`src/rtl/keyboard_interface_if.sv`:
```
`default_nettype none
// ============================================================================
// Module  : keyboard_interface_if
// Brief   : Scan-code request and PS/2 line bundle for keyboard_interface.
// Rev     : 1.0
// ============================================================================
interface keyboard_interface_if;
  logic       key_action;
  logic [7:0] scan_code;
  logic       ps2_clk;
  logic       ps2_dat;
  logic [2:0] ps2_lock_control;

  modport master (
    output key_action,
    output scan_code,
    input  ps2_clk,
    input  ps2_dat,
    input  ps2_lock_control
  );

  modport slave (
    input  key_action,
    input  scan_code,
    output ps2_clk,
    output ps2_dat,
    output ps2_lock_control
  );
endinterface
`default_nettype wire

```
`src/rtl/keyboard_interface.sv`:
```
`default_nettype none
// ============================================================================
// Module  : keyboard_interface
// Brief   : PS/2 keyboard device model: FIFO-buffered scan codes serialised as
//           11-bit device-to-host frames; lock tracking under KEYBOARD_LOCK_TRACK_EN.
// Rev     : 1.0
// ============================================================================
module keyboard_interface #(
  parameter int HALF_PERIOD = 2500,
  parameter int FIFO_DEPTH  = 16,
  parameter int IDLE_GAP    = 2
) (
  input  wire logic           CLOCK_50,
  input  wire logic           reset,
  keyboard_interface_if.slave bus
);

  localparam int AW      = $clog2(FIFO_DEPTH);
  localparam int BIT_CYC = 2 * HALF_PERIOD;
  localparam int GAP_CYC = IDLE_GAP * BIT_CYC;
  localparam int CNT_MAX = (BIT_CYC > GAP_CYC) ? BIT_CYC : GAP_CYC;
  localparam int CW      = $clog2(CNT_MAX + 1);

  localparam logic [CW-1:0] c_half_last = CW'(HALF_PERIOD - 1);
  localparam logic [CW-1:0] c_bit_last  = CW'(BIT_CYC - 1);
  // The idle state adds one more high cycle before the next start bit.
  localparam logic [CW-1:0] c_gap_last  = CW'(GAP_CYC - 2);
  localparam logic [3:0]    c_stop_idx  = 4'd10;

  typedef enum logic [1:0] {
    S_IDLE = 2'd0,
    S_GAP  = 2'd1,
    S_BIT  = 2'd2
  } state_t;

  logic [7:0]    r_mem [FIFO_DEPTH];
  logic [AW:0]   r_wptr;
  logic [AW:0]   r_rptr;
  logic          w_empty;
  logic          w_full;
  logic          w_push;
  logic          w_pop;
  logic [7:0]    w_head;

  state_t        r_state, w_state_n;
  logic [CW-1:0] r_cnt, w_cnt_n;
  logic [3:0]    r_bit, w_bit_n;
  logic [9:0]    r_frame, w_frame_n;
  logic          r_clk, w_clk_n;
  logic          r_dat, w_dat_n;

  assign w_empty = (r_wptr == r_rptr);
  assign w_full  = (r_wptr[AW] != r_rptr[AW]) && (r_wptr[AW-1:0] == r_rptr[AW-1:0]);
  assign w_head  = r_mem[r_rptr[AW-1:0]];
  assign w_push  = bus.key_action && (!w_full || w_pop);

  always_ff @(posedge CLOCK_50) begin
    if (w_push) begin
      r_mem[r_wptr[AW-1:0]] <= bus.scan_code;
    end
  end

  always_ff @(posedge CLOCK_50) begin
    if (reset) begin
      r_wptr <= '0;
      r_rptr <= '0;
    end else begin
      if (w_push) r_wptr <= r_wptr + 1'b1;
      if (w_pop)  r_rptr <= r_rptr + 1'b1;
    end
  end

  always_ff @(posedge CLOCK_50) begin
    if (reset) begin
      r_state <= S_IDLE;
      r_cnt   <= '0;
      r_bit   <= '0;
      r_frame <= '1;
      r_clk   <= 1'b1;
      r_dat   <= 1'b1;
    end else begin
      r_state <= w_state_n;
      r_cnt   <= w_cnt_n;
      r_bit   <= w_bit_n;
      r_frame <= w_frame_n;
      r_clk   <= w_clk_n;
      r_dat   <= w_dat_n;
    end
  end

  // r_frame holds the bits still to be sent after the one on the line, LSB next.
  always_comb begin
    w_state_n = r_state;
    w_cnt_n   = r_cnt;
    w_bit_n   = r_bit;
    w_frame_n = r_frame;
    w_clk_n   = r_clk;
    w_dat_n   = r_dat;
    w_pop     = 1'b0;
    unique case (r_state)
      S_IDLE: begin
        w_clk_n = 1'b1;
        w_dat_n = 1'b1;
        if (!w_empty) begin
          w_pop     = 1'b1;
          w_frame_n = {1'b1, ~^w_head, w_head};
          w_dat_n   = 1'b0;
          w_cnt_n   = '0;
          w_bit_n   = '0;
          w_state_n = S_BIT;
        end
      end
      S_BIT: begin
        if (r_cnt == c_bit_last) begin
          w_cnt_n = '0;
          w_clk_n = 1'b1;
          if (r_bit == c_stop_idx) begin
            w_dat_n   = 1'b1;
            w_state_n = S_GAP;
          end else begin
            w_dat_n   = r_frame[0];
            w_frame_n = {1'b1, r_frame[9:1]};
            w_bit_n   = r_bit + 1'b1;
          end
        end else begin
          w_cnt_n = r_cnt + 1'b1;
          w_clk_n = (r_cnt >= c_half_last) ? 1'b0 : 1'b1;
        end
      end
      S_GAP: begin
        w_clk_n = 1'b1;
        w_dat_n = 1'b1;
        if (r_cnt >= c_gap_last) begin
          w_cnt_n   = '0;
          w_state_n = S_IDLE;
        end else begin
          w_cnt_n = r_cnt + 1'b1;
        end
      end
      default: begin
        w_state_n = S_IDLE;
        w_clk_n   = 1'b1;
        w_dat_n   = 1'b1;
      end
    endcase
  end

  assign bus.ps2_clk = r_clk;
  assign bus.ps2_dat = r_dat;

`ifdef KEYBOARD_LOCK_TRACK_EN
  logic       r_brk;
  logic [2:0] r_lock;

  // A break prefix suppresses the toggle of the following make code.
  always_ff @(posedge CLOCK_50) begin
    if (reset) begin
      r_brk  <= 1'b0;
      r_lock <= 3'b000;
    end else if (w_pop) begin
      case (w_head)
        8'hF0: r_brk <= 1'b1;
        8'hE0: r_brk <= r_brk;
        default: begin
          if (!r_brk) begin
            case (w_head)
              8'h58:   r_lock[0] <= ~r_lock[0];
              8'h77:   r_lock[1] <= ~r_lock[1];
              8'h7E:   r_lock[2] <= ~r_lock[2];
              default: r_lock    <= r_lock;
            endcase
          end
          r_brk <= 1'b0;
        end
      endcase
    end
  end

  assign bus.ps2_lock_control = r_lock;
`else
  assign bus.ps2_lock_control = 3'b000;
`endif

endmodule
`default_nettype wire

```
`src/flat_wrapper.sv`:
```
// flat-port wrapper written by rule: the top's interface ports become plain ports
module keyboard_interface_flat 
#(
  parameter int HALF_PERIOD = 2500,
  parameter int FIFO_DEPTH  = 16,
  parameter int IDLE_GAP    = 2
)
  (CLOCK_50, reset, bus_key_action, bus_scan_code, bus_ps2_clk, bus_ps2_dat, bus_ps2_lock_control);
  keyboard_interface_if bus_i ();
  input  wire logic CLOCK_50;
  input  wire logic reset;
  input wire logic [$bits(bus_i.key_action)-1:0] bus_key_action;
  input wire logic [$bits(bus_i.scan_code)-1:0] bus_scan_code;
  output wire logic [$bits(bus_i.ps2_clk)-1:0] bus_ps2_clk;
  output wire logic [$bits(bus_i.ps2_dat)-1:0] bus_ps2_dat;
  output wire logic [$bits(bus_i.ps2_lock_control)-1:0] bus_ps2_lock_control;
  assign bus_i.key_action = bus_key_action;
  assign bus_i.scan_code = bus_scan_code;
  assign bus_ps2_clk = bus_i.ps2_clk;
  assign bus_ps2_dat = bus_i.ps2_dat;
  assign bus_ps2_lock_control = bus_i.ps2_lock_control;
  keyboard_interface #(.HALF_PERIOD(HALF_PERIOD), .FIFO_DEPTH(FIFO_DEPTH), .IDLE_GAP(IDLE_GAP)) u_core (.CLOCK_50(CLOCK_50), .reset(reset), .bus(bus_i));
endmodule
```
`config.mk`:
```
export PLATFORM = sky130hd
export DESIGN_NAME = keyboard_interface_flat
export DESIGN_NICKNAME = d
export VERILOG_FILES = /design/src/rtl/keyboard_interface_if.sv /design/src/rtl/keyboard_interface.sv /design/src/flat_wrapper.sv
export SDC_FILE = /design/constraint.sdc
export NUM_CORES = 1
export LEC_CHECK = 0
export ABC_AREA = 0
export ABC_CLOCK_PERIOD_IN_PS = 5100
export CAP_MARGIN = 20
export CORE_MARGIN = 2
export CORE_UTILIZATION = 60
export CTS_BUF_LIST = sky130_fd_sc_hd__clkbuf_16
export CTS_CLUSTER_SIZE = 12
export DETAILED_ROUTE_END_ITERATION = 10
export PLACE_DENSITY = 0.79
export REMOVE_ABC_BUFFERS = 1
export SETUP_SLACK_MARGIN = 0.1
export SYNTH_ARGS = -nofsm -noshare
export SYNTH_HDL_FRONTEND = slang
export SYNTH_SLANG_ARGS = --single-unit
```
`constraint.sdc`:
```
create_clock -name CLOCK_50 -period 5.1 [get_ports CLOCK_50]
set_clock_uncertainty 0.15 [all_clocks]
set_input_delay 1.02 -clock CLOCK_50 [delete_from_list [all_inputs] [get_ports CLOCK_50]]
set_output_delay 1.02 -clock CLOCK_50 [all_outputs]
set_load 0.01 [all_outputs]
```
# [Yosys cells after proc, flatten, opt, wreduce, memory -nomap -nowiden]
# Memories as Yosys holds them, arrays and structs flattened. A register that Yosys moved wholly into a read port is not among the register bits.
# Index checks and enable logic that the tools add are counted.
[op_classes] add_sub_neg=4 magnitude_cmp=2 n_eq_ne=12 mux=28 n_bitwise=1 n_reduce_logical=12
[op_table] operator="$mux 14" n=3
[op_table] operator="$pmux 14 s3" n=1
[op_table] operator="$mux 10" n=3
[op_table] operator="$mux 4" n=5
[op_table] operator="$pmux 10 s2" n=1
[op_table] operator="$add 14x1->14 const B" n=1
[op_table] operator="$eq 14x13->1 const B" n=1
[op_table] operator="$ge 14x12->1 const B" n=1
[op_table] operator="$ge 14x14->1 const B" n=1
[op_table] operator="$add 5x1->5 const B" n=2
[op_table] operator="$mux 1" n=8
[op_table] operator="$mux 2" n=4
[op_table] operator="$pmux 4 s2" n=1
[op_table] operator="$reduce_and 4->1" n=2
[op_table] operator="$reduce_xnor 8->1" n=1
[op_table] operator="$ne 2x1->1 const B" n=3
[op_table] operator="$pmux 2 s3" n=1
[op_table] operator="$eq 5x5->1" n=1
[op_table] operator="$add 4x1->4 const B" n=1
[op_table] operator="$eq 4x4->1" n=1
[op_table] operator="$eq 4x4->1 const B" n=1
[op_table] operator="$ne 2x2->1 const B" n=2
[op_table] operator="$reduce_bool 3->1" n=1
[op_table] operator="$reduce_or 3->1" n=1
[op_table] operator="other kinds (11)" n=12
[totals] regBits=42 ram_bits=128 in_bits=11 out_inout_bits=5 wordCells=68 n_memories=1
[mem_list] memory="u_core.r_mem" depth=16 word_bits=8 read_ports=1 rd_ports_with_merged_regs=1 write_ports=1 line="keyboard_interface.sv:36" source="logic [7:0] r_mem [FIFO_DEPTH];"

# [Depth between registers and ports, before layout]
[depth] word_depth=7 mapped_depth=10 depth_no_buf=9

# [Least setup slack after synthesis]
# No wires, ideal clock.
[synth_path] path_kind="input -> register" from="input bus_key_action" to="memory u_core.r_mem[3][0] (enable)" setup_time_ns=0.383 arrival_time_ns=2.251 required_time_ns=4.567 slack_ns=2.315 stages=3 path_buffers=0 cell_sequence="a21boi_1 -> nand2_1 -> nor3_1"
[synth_via] elab_chain_len=3
[synth_rtl] item="start: declaration" line="flat_wrapper.sv:12" source="input wire logic [$bits(bus_i.key_action)-1:0] bus_key_action;"
[synth_rtl] item="$logic_and 1x1->1" line="keyboard_interface.sv:55" source="assign w_push = bus.key_action && (!w_full || w_pop);"
[synth_rtl] item="$mux 1" line="keyboard_interface.sv:58" source="if (w_push) begin"
[synth_rtl] item="$mux 1 (not written as such)" line="keyboard_interface.sv:59" source="r_mem[r_wptr[AW-1:0]] <= bus.scan_code;"
[synth_rtl] item="end: declaration" line="keyboard_interface.sv:36"
# Every way passes these cells.

# [Final worst setup path]
[layout_path] from="input bus_key_action" to="memory u_core.r_mem[3][6] (enable)"
# The elaborated chain is that of the path after synthesis.

==> qor.yml <==
yosys:
  ys_async_sr_fraction: 0
  synthesis.area_um2: 7262
  synth_edf_count: 128
  synthCells: 485
  seq_area_frac_synth: 0.6533
  synth-warning-count: 0
  synth-main-ff-cell: "edfxtp_1"
  syn-mean-instance-area_um2: 14.97
  ys_types: 54
  ys_ff_latch: 173
cts:
  clk_pin_slew_ns: 0.06
  cts-htree-levels: 4
  cts_tree: "yes"
  clock-sinks: 173
  numCtsBuffers: 17
  hold_buffers: 0
  root_buffer: "clkbuf_16"
  clock_latency_ns: 0.44
  cts_buffer_depth: 2
  cts_resized: 0
  post_cts_buffers: 0
timing:
  min_period_ns: 3.332
  timing.fmax_ghz: 0.3001
  tns_ns: 0
  relSlewSlack: 0.3869
  rsz0062_at_grt: "false"
  hold_viol_final: 0
  period_share: 0.6534
  tightest_slew_ns: 0.9126
  hold_ws_ns: 0.3114
  finalMaxSlewViolations: 0
  finalSetupViolCount: 0
route:
  vias: 4068
  drtIter0Drc: 355
  drc: 0
  post_drt_via_cell_ratio: 6.173
  drtPass1Iterations: 5
  wl_per_cell_um: 21.10
  wl_um: 13900
  antenna_left: 0
power_and_ir_drop:
  powerDensity_nw_per_um2: 475.2
  vdd_ir_drop_max_v: 0.0003436
  leakage_uw: 0.002653
worst_setup_path:
  path_class: "in -> reg"
  critical-path-max-stage-delay_ns: 0.63
  required_ns: 5.09
  critPathCaptureType: "register"
  cpMaxStageDelayCell: "a21boi_1"
  arrival_ns: 3.32
  path_max_fanout: 8
  path_cells: "clkdlybuf4s50_1, a21boi_1, nand2_1, nor3_1, clkbuf_2"
  critPathLaunchType: "primary input"
place:
  dp.final_hpwl_um: 8701
  gp_congestion: 0.8512
  io_buffers: 12
grt:
  gr-total-overflow: 0
  grt.total_usage: 0.2266
  grt_pass1_wl_um: 21180
  grt_max_degree: 33
  antenna_found_initial: 0
  grt_pass1_vias: 3926
die:
  fp.dieW_um: 114.0
  io_pins: 16
  initial_core_util: 0.6097
  die_area_um2: 13000
  core-area_um2: 11910
  row_count: 40
  fp.dieH_um: 114.0
layout:
  area_delta_synth_final_pct: 9.890
  fin_nets: 523
  antenna_cells: 0
  fillCellCount: 800
  layout-drive-gt1-share: 0.1152
run_status:
  outcome: "finished, final reports clean"
job:
  maxCapViolCount: 0
worst_hold_path:
  hold_path_class: "reg -> reg"
cell type report:
type / instances / area, um2 / area share
clock buffer: 17 / 425.4 / 0.05331
inverter: 8 / 30.03 / 0.003763
tap: 147 / 183.9 / 0.02305
multi-input combinational: 282 / 2298 / 0.2880
timing repair buffer: 18 / 185.2 / 0.02320
sequential: 173 / 4746 / 0.5947
clock inverter: 14 / 111.4 / 0.01395
critical path: cells and delay by family:
kind,cells,cell delay [ns]
buf+inv,2,0.76
simple gates,2,0.91
compound gates,1,0.63
sequential cells by signal (all words and copies together) (netlist names), named ones only:
name and count:
u_core.r_bit 4, u_core.r_state 2, u_core.bus.ps2_dat 1, u_core.r_frame 9, u_core.r_cnt 14, u_core.r_rptr 5, u_core.r_mem 128, u_core.r_wptr 5
u_core.bus.ps2_clk 1
layout by cell type (no fill, tap or decap), types with 3 or more instances in the layout:
cell type	count
clkdlybuf4s50_1	12
nor2_1	47
inv_6	3
xnor2_1	14
inv_1	8
or3_1	4
edfxtp_1	128
dfxtp_1	44
nand4_1	7
clkinv_1	3
o21ai_0	6
nand3_1	7
and3_1	3
a211o_1	10
conb_1	3
mux4_1	10
nor3_1	6
nand2b_1	5
ha_1	12
xor2_1	18
nand2_1	41
clkbuf_16	17
a22oi_1	17
inv_8	4
a21oi_1	19
o31ai_1	3
mux4_2	22
metal layers:
metal  part of all wire  track usage  up-vias
met5                  0            0        -
met4              0.034       0.1098        0
met3              0.068      0.07864       32
met2               0.50       0.3687      153
met1               0.40       0.2723     2013
li1                   -            -     1870
stage by stage:
stage | power [uW] | setup WS, ns | cell area, um2 | std cells | utilization
3_5_place_dp | 2609 | 1.194 | 7386 | 623 | 0.6201
5_1_grt | 3959 | 1.671 | 7980 | 659 | 0.6700
4_1_cts | 3789 | 1.628 | 7923 | 654 | 0.6651
3_3_place_gp | 2581 | 1.392 | 7386 | 623 | 0.6201
6_report | 3792 | 1.768 | 7980 | 659 | 0.6700
2_1_floorplan | 2377 | 1.947 | 7073 | 463 | -
synth_stat cells (all sizes together) (2+ instances only):
master,instances,area share
a21oi,19,0.013
a22oi,17,0.018
inv,7,0.0036
o21bai,2,0.0021
xnor2,14,0.017
nand3,7,0.0048
nand4,7,0.0060
nor3b,2,0.0021
a31oi,2,0.0026
clkbuf,5,0.0031
and2,2,0.0017
or3,4,0.0034
nor4,2,0.0026
mux4,32,0.10
nor2,47,0.024
a21boi,2,0.0021
buf,15,0.017
nand2b,5,0.0043
o31ai,3,0.0031
a21o,2,0.0021
nor3,6,0.0041
nand3b,2,0.0021
nor2b,2,0.0017
dfxtp,45,0.12
ha,12,0.021
xor2,18,0.022
o21ai,6,0.0041
a211oi,2,0.0021
edfxtp,128,0.53
nand2,41,0.021
a211o,10,0.012
and3,3,0.0026
worst paths after layout:
check,to,start,slack (ns),cells past startpoint
worst min-delay path,u_core.r_frame[3]$_SDFFE_PP1P_,u_core.r_frame[3]$_SDFFE_PP1P_,0.31,1
worst max register to register,u_core.r_mem[3][6]$_DFFE_PP_,u_core.r_wptr[3]$_SDFFE_PP0P_,1.94,6
worst min register to register,u_core.r_frame[3]$_SDFFE_PP1P_,u_core.r_frame[3]$_SDFFE_PP1P_,0.31,1
worst max-delay path,u_core.r_mem[3][6]$_DFFE_PP_,bus_key_action,1.77,5
cell families (layout without fill, tap and decap cells):
| family | count (synthesis) | in the layout | share of synthesized area |
|---|---|---|---|
| AOI/OAI and AO/OA | 68 | 68 | 0.06426 |
| DFF | 173 | 173 | 0.6533 |
| adders and majority gates | 12 | 12 | 0.02067 |
| muxes | 33 | 33 | 0.1058 |
| xor gates and xnor gates | 32 | 32 | 0.03859 |
| buffers and inverters | 32 | 57 | 0.03119 |
| other | 1 | 3 | 0.0005164 |
| and+or+nand+nor | 134 | 134 | 0.08563 |
power by group:
part	internal (uW)	switching, uW	leakage [uW]
combinational	426	525	0.000866
sequential	1580	70.1	0.00152
clock	631	556	0.000264
Power figures use the tool's default switching activity.
